**config.mk**
```make
export PLATFORM = sky130hd
export DESIGN_NAME = sent_tx_frame_ctrl
export DESIGN_NICKNAME = d
export VERILOG_FILES = /design/src/rtl/sent_pkg.sv /design/src/rtl/sent_crc4_serial.sv /design/src/rtl/sent_tx_frame_ctrl.sv
export SDC_FILE = /design/constraint.sdc
export NUM_CORES = 1
export LEC_CHECK = 0
export ABC_AREA = 1
export BUFFER_PORTS_ARGS = -buffer_cell sky130_fd_sc_hd__buf_2
export CORE_MARGIN = 2
export CORE_UTILIZATION = 49
export DETAILED_ROUTE_END_ITERATION = 10
export PLACE_DENSITY = 0.69
export SYNTH_ARGS = -nofsm -noshare
export SYNTH_HDL_FRONTEND = slang
export SYNTH_SLANG_ARGS = --single-unit
```
**constraint.sdc**
```tcl
create_clock -name clk_tx -period 7.2 [get_ports clk_tx]
set_clock_uncertainty 0.2 [all_clocks]
set_input_delay 0.72 -clock clk_tx [delete_from_list [all_inputs] [get_ports clk_tx]]
set_output_delay 0.72 -clock clk_tx [all_outputs]
set_load 0.01 [all_outputs]
```
**src/rtl/sent_pkg.sv**
```systemverilog
// Shared types, constants and the CRC-4 table function for the SENT TX frame path.
package sent_pkg;

   // Frame sequencer states, one per SENT field plus idle.
   typedef enum logic [2:0] {
      ST_IDLE   = 3'd0,
      ST_SYNC   = 3'd1,
      ST_STATUS = 3'd2,
      ST_DATA   = 3'd3,
      ST_CRC    = 3'd4,
      ST_PAUSE  = 3'd5
   } sent_state_t;

   localparam logic [4:0] CRC_POLY         = 5'b11101;   // x^4+x^3+x^2+1
   localparam logic [3:0] CRC_SEED         = 4'h5;
   localparam int         MAX_DATA_NIBBLES = 6;

   // T[x] = (x << 4) mod poly, computed as four single-bit polynomial shifts.
   function automatic logic [3:0] crc4_t(input logic [3:0] x);
      logic [4:0] v;
      v = {1'b0, x};
      for (int i = 0; i < 4; i++) begin
         v = v << 1;
         if (v[4]) v = v ^ CRC_POLY;
      end
      return v[3:0];
   endfunction

endpackage

```
**src/rtl/sent_crc4_serial.sv**
```systemverilog
// Serial SENT CRC-4: loads the seed on start, folds in one data nibble per
// clock (MSB nibble first), then applies one augmenting zero-nibble step and
// pulses done_o for one cycle with the final value on crc_o.
module sent_crc4_serial
   import sent_pkg::*;
#(
   parameter int         NUM_DATA_NIBBLES = 6,
   parameter logic [3:0] SEED             = CRC_SEED
) (
   input  logic                            clk_tx,
   input  logic                            reset_tx,
   input  logic                            start_i,
   input  logic [4*NUM_DATA_NIBBLES-1:0]   data_i,
   output logic [3:0]                      crc_o,
   output logic                            done_o
);

   logic [4*NUM_DATA_NIBBLES-1:0] shift_reg;
   logic [2:0]                    cnt_reg;
   logic                          busy_reg;

   // Walk the latched nibbles one per cycle; the final step is the zero augment.
   always_ff @(posedge clk_tx or posedge reset_tx) begin
      if (reset_tx) begin
         crc_o     <= 4'h0;
         shift_reg <= '0;
         cnt_reg   <= 3'd0;
         busy_reg  <= 1'b0;
         done_o    <= 1'b0;
      end else begin
         done_o <= 1'b0;
         if (start_i) begin
            crc_o     <= SEED;
            shift_reg <= data_i;
            cnt_reg   <= 3'(NUM_DATA_NIBBLES);
            busy_reg  <= 1'b1;
         end else if (busy_reg) begin
            if (cnt_reg != 3'd0) begin
               crc_o     <= crc4_t(crc_o) ^ shift_reg[4*NUM_DATA_NIBBLES-1 -: 4];
               shift_reg <= shift_reg << 4;
               cnt_reg   <= cnt_reg - 3'd1;
            end else begin
               crc_o    <= crc4_t(crc_o);
               busy_reg <= 1'b0;
               done_o   <= 1'b1;
            end
         end
      end
   end

endmodule

```
**src/rtl/sent_tx_frame_ctrl.sv**
```systemverilog
// SENT TX frame sequencer: latches status + data nibbles, runs the serial
// CRC-4 and steps the pulse generator through SYNC/STATUS/DATA/CRC fields,
// one field per pulse_done_i. Resends the last frame while enabled.
// Optional pause field: define SENT_TX_PAUSE_EN to insert PAUSE after CRC.
module sent_tx_frame_ctrl
   import sent_pkg::*;
#(
   parameter int         NUM_DATA_NIBBLES = 6,
   parameter logic [3:0] CRC_SEED         = sent_pkg::CRC_SEED
) (
   input  logic                            clk_tx,
   input  logic                            reset_tx,
   input  logic                            enable_i,
   input  logic [3:0]                      status_i,
   input  logic [4*NUM_DATA_NIBBLES-1:0]   data_i,
   input  logic                            data_valid_i,
   output logic                            data_ready_o,
   input  logic                            pulse_done_i,
   output logic [3:0]                      data_nibble_o,
   output logic                            sync_o,
   output logic                            pulse_o,
   output logic                            pause_o,
   output logic                            idle_o,
   output logic [3:0]                      crc_o,
   output logic                            frame_done_o
);

   localparam int IDX_W = $clog2(MAX_DATA_NIBBLES);

   sent_state_t                   state_reg, state_next;
   logic [IDX_W-1:0]              idx_reg, idx_next;
   logic [4*NUM_DATA_NIBBLES-1:0] data_reg;
   logic [3:0]                    status_reg;
   logic                          have_frame_reg;
   logic                          latch, frame_end;
   logic [3:0]                    nibble_next;
   logic [3:0]                    crc_result;
   logic                          crc_done;
   logic [3:0]                    nib_arr [NUM_DATA_NIBBLES];

   // Split the latched word into nibbles, index 0 = MSB nibble (sent first).
   for (genvar gi = 0; gi < NUM_DATA_NIBBLES; gi++) begin : g_nib
      assign nib_arr[gi] = data_reg[4*(NUM_DATA_NIBBLES-1-gi) +: 4];
   end

   sent_crc4_serial #(
      .NUM_DATA_NIBBLES (NUM_DATA_NIBBLES),
      .SEED             (CRC_SEED)
   ) u_crc (
      .clk_tx   (clk_tx),
      .reset_tx (reset_tx),
      .start_i  (latch),
      .data_i   (data_i),
      .crc_o    (crc_result),
      .done_o   (crc_done)
   );

   // Field sequencing; frame boundaries decide between new data, resend or idle.
   always_comb begin
      state_next = state_reg;
      idx_next   = idx_reg;
      latch      = 1'b0;
      frame_end  = 1'b0;
      case (state_reg)
         ST_IDLE: begin
            if (enable_i && data_valid_i) begin
               latch      = 1'b1;
               state_next = ST_SYNC;
            end else if (enable_i && have_frame_reg) begin
               state_next = ST_SYNC;
            end
         end
         ST_SYNC:   if (pulse_done_i) state_next = ST_STATUS;
         ST_STATUS: begin
            if (pulse_done_i) begin
               state_next = ST_DATA;
               idx_next   = '0;
            end
         end
         ST_DATA: begin
            if (pulse_done_i) begin
               if (idx_reg == IDX_W'(NUM_DATA_NIBBLES-1)) state_next = ST_CRC;
               else                                      idx_next   = idx_reg + 1'b1;
            end
         end
`ifdef SENT_TX_PAUSE_EN
         ST_CRC:   if (pulse_done_i) state_next = ST_PAUSE;
         ST_PAUSE: if (pulse_done_i) frame_end  = 1'b1;
`else
         ST_CRC:   if (pulse_done_i) frame_end  = 1'b1;
`endif
         default:  state_next = ST_IDLE;
      endcase
      if (frame_end) begin
         if (enable_i && data_valid_i) begin
            latch      = 1'b1;
            state_next = ST_SYNC;
         end else if (enable_i) begin
            state_next = ST_SYNC;
         end else begin
            state_next = ST_IDLE;
         end
      end
   end

   // Nibble value presented with the upcoming field.
   always_comb begin
      nibble_next = 4'h0;
      case (state_next)
         ST_STATUS: nibble_next = status_reg;
         ST_DATA:   nibble_next = nib_arr[idx_next];
         ST_CRC:    nibble_next = crc_o;
         default:   nibble_next = 4'h0;
      endcase
   end

   // State register and registered one-hot controls derived from the next state.
   always_ff @(posedge clk_tx or posedge reset_tx) begin
      if (reset_tx) begin
         state_reg     <= ST_IDLE;
         idx_reg       <= '0;
         sync_o        <= 1'b0;
         pulse_o       <= 1'b0;
         idle_o        <= 1'b1;
         data_nibble_o <= 4'h0;
         data_ready_o  <= 1'b0;
         frame_done_o  <= 1'b0;
      end else begin
         state_reg     <= state_next;
         idx_reg       <= idx_next;
         sync_o        <= (state_next == ST_SYNC);
         pulse_o       <= (state_next == ST_STATUS) || (state_next == ST_DATA) ||
                          (state_next == ST_CRC);
         idle_o        <= (state_next == ST_IDLE);
         data_nibble_o <= nibble_next;
         data_ready_o  <= latch;
         frame_done_o  <= frame_end;
      end
   end

`ifdef SENT_TX_PAUSE_EN
   // Pause control follows the next state like the other controls.
   always_ff @(posedge clk_tx or posedge reset_tx) begin
      if (reset_tx) pause_o <= 1'b0;
      else          pause_o <= (state_next == ST_PAUSE);
   end
`else
   assign pause_o = 1'b0;
`endif

   // Frame latch and CRC capture; crc_o holds until the next frame's CRC completes.
   always_ff @(posedge clk_tx or posedge reset_tx) begin
      if (reset_tx) begin
         data_reg       <= '0;
         status_reg     <= 4'h0;
         have_frame_reg <= 1'b0;
         crc_o          <= 4'h0;
      end else begin
         if (latch) begin
            data_reg       <= data_i;
            status_reg     <= status_i;
            have_frame_reg <= 1'b1;
         end
         if (crc_done) crc_o <= crc_result;
      end
   end

endmodule

```
==> flow_metrics.tcl <==
set metrics [dict create \
    synth_area_sq_um 3930 \
    wl_per_cell_um 12.8 \
    r2r-start "state_reg[1]" \
    grt_first_pass_wirelength_um 13500 \
    cts_tree "built" \
    routed_wl_um 7940 \
    grt_overflow_total 0 \
    synth_adder_area_share 0.0127 \
    critical_path_class "reg -> reg" \
    initial_core_util 0.506 \
    grt_pass1_vias 2879 \
    tightest_slew_ns 1.00 \
    die_area_sq_um 8760 \
    synthDistinctLibCells 37 \
    coreArea_sq_um 7770 \
    cp_max_fo 48 \
    synth_fp_nets 510 \
    rsz0062_at_grt "false" \
    drt-vias-per-instance 4.88 \
    setup_viol 0 \
    rows 32 \
    reg2reg_depth 7 \
    syn_inst 473 \
    area_growth_syn_to_layout_pct 10.6 \
    ir_worst_vdd_uv 159 \
    synth_xor_area_frac 0.0200 \
    htree_levels 3 \
    min_period_ns 2.94 \
    layout.nets 549 \
    post-route-period-util 0.409 \
    synth_top_family_by_area "simple AND/OR/NAND/NOR gates" \
    clock_sinks 81 \
    leakage_nw 2.31 \
    crit_end "u_crc.shift_reg[7]" \
    rrSetupSlack_ns 4.26 \
    numPortBuffers 45 \
    yosys_warnings 0 \
    drive_gt1_frac 0.182 \
    die_w_um 93.6 \
    clk_pin_slew_ns 0.09 \
    n_fill_cell 758 \
    hold_viol 0 \
    dr.pass1.iters 6 \
    grt_max_degree 82 \
    cts_setup_buffers 0 \
    numCtsBuffers 9 \
    diodes 0 \
    cellPowerDensity_nw_per_um2 429 \
    cp-start-kind "register" \
    gp_congestion 0.832 \
    synthSimpleGateAreaFrac 0.234 \
    postRouteAntennaNets 0 \
    synth_async_sr_flop_share 1.00 \
    cts-resized-gates 0 \
    synth_ff_type "dfrtp_1" \
    drv_cap 0 \
    io_pins 47 \
    ys_seq_area_frac 0.516 \
    clkLatencyLatePin_ns 0.35 \
    chipHeight_um 93.6 \
    multi_input_area_sq_um 1480 \
    p_total_mw 1.87 \
    drcViolationCount 0 \
    hold_path.class "reg -> reg" \
    antenna_found_initial 0 \
    max_clock_freq_mhz 340 \
    syn_area_per_cell_sq_um 8.32 \
    synthMuxAreaShare 0 \
    synth_compound_area_frac 0.107 \
    grt_usage 0.197 \
    clockRootBuffer "clkbuf_8" \
    crit_required_ns 7.29 \
    max_slew_margin 0.332 \
    reg2reg_to "u_crc.shift_reg[7]" \
    drt_iter0_drc 179 \
    status "finished, final reports clean" \
    synth_enable_flop_cells 0 \
    cp_data_arrival_time_ns 3.04 \
    crit_path_end_kind "register" \
    slew_violations 0 \
    setup_tns_ns 0 \
    via_count 3022 \
    dp_hpwl_um 5610 \
    seq_area_sq_um 2030 \
    cp-startpoint "state_reg[1]" \
    postCtsHoldBufs 0 \
    clockBufferDepth 2 \
    ys_ff_latch 81 \
]
## final cells by class
class,count,share of cell area
clock buffers,10,0.0293
multi-input cells,292,0.339
clock inverters,6,0.0115
inverters,82,0.0710
flip-flops and latches,81,0.466
well taps,102,0.0293
repair buffers,46,0.0535
## cells in the mapped netlist (2+ instances only)
cell       number  area [sq um]
nand2_1       145           544
dfrtp_1        80          2000
inv_1          74           278
o21ai_0        29           145
nand3_1        26           130
o21ai_1        24           120
buf_2          10          50.1
nor2_1         10          37.5
inv_2           8          30.0
a21oi_1         5          25.0
nand2_2         5          31.3
o22ai_1         5          31.3
xor2_1          5          43.8
ha_1            4          50.1
xnor2_1         4          35.0
buf_4           3          22.5
nand3_4         3          52.6
nand4_1         3          18.8
nor2_2          3          18.8
nor2_4          3          33.8
o2bb2ai_1       3          26.3
a22oi_1         2          15.0
buf_6           2          22.5
clkbuf_1        2          7.51
nand3_2         2          20.0
o21ai_2         2          17.5
## worst min path at each step
stage,slack [ns],endpoint,startpoint,cells after the start
after detailed placement,0.26,have_frame_reg,have_frame_reg,1
after CTS,0.28,have_frame_reg,have_frame_reg,1
final,0.28,have_frame_reg,have_frame_reg,1
after floorplan,0.24,have_frame_reg,have_frame_reg,1
after global placement,0.26,status_reg[1],status_reg[1],2
after global routing,0.31,have_frame_reg,have_frame_reg,1
## metal layers
| layer | global-route usage | wire length [um] |
|---|---|---|
| met5 | 0 | 0 |
| met4 | 0.0519 | 106 |
| met3 | 0.0459 | 316 |
| met2 | 0.299 | 3680 |
| met1 | 0.287 | 3830 |
## cell usage in the layout (no fill, tap or decap), types with 4 or more instances in the layout
cell type / count
nand2_1: 145
dfrtp_1: 80
inv_1: 73
buf_2: 45
o21ai_0: 29
nand3_1: 26
o21ai_1: 24
nor2_1: 10
clkbuf_8: 9
inv_2: 8
o22ai_1: 5
a21oi_1: 5
nand2_2: 5
xor2_1: 5
xnor2_1: 4
ha_1: 4
clkinvlp_4: 4
## per-stage QoR
| stage | setup WS, ns | hold slack (ns) | cell area, sq um | utilization | instances |
|---|---|---|---|---|---|
| 4_1_cts | 4.22 | 0.281 | 4350 | 0.560 | 619 |
| 5_1_grt | 3.96 | 0.308 | 4350 | 0.560 | 619 |
| 2_1_floorplan | 4.20 | 0.240 | 3930 | - | 473 |
| 3_3_place_gp | 3.98 | 0.265 | 4170 | 0.537 | 603 |
| 6_report | 4.26 | 0.278 | 4350 | 0.560 | 619 |
| 3_5_place_dp | 3.92 | 0.261 | 4170 | 0.537 | 603 |
## cells by family after synthesis
group / count (synthesis)
AOI/OAI and AO/OA: 75
adders and majority gates: 4
DFF: 81
xor gates and xnor gates: 9
other: 1
and+or+nand+nor: 203
buffers and inverters: 100
## critical path: stages, from the launching register on
cell and delay [ns]:
dfrtp_1 0.48, nor2_2 0.22, nand3_2 0.59, inv_2 0.84, nand2_1 0.18, o21ai_1 0.18
o21ai_1 0.09, inv_1 0.07
## report_power, final
group          internal (mW)  total [mW]  switching (mW)
registers              0.654       0.759           0.104
logic                  0.301       0.803           0.502
clock network          0.129       0.304           0.175
total                   1.08        1.87           0.782
Power figures use the tool's default switching activity.
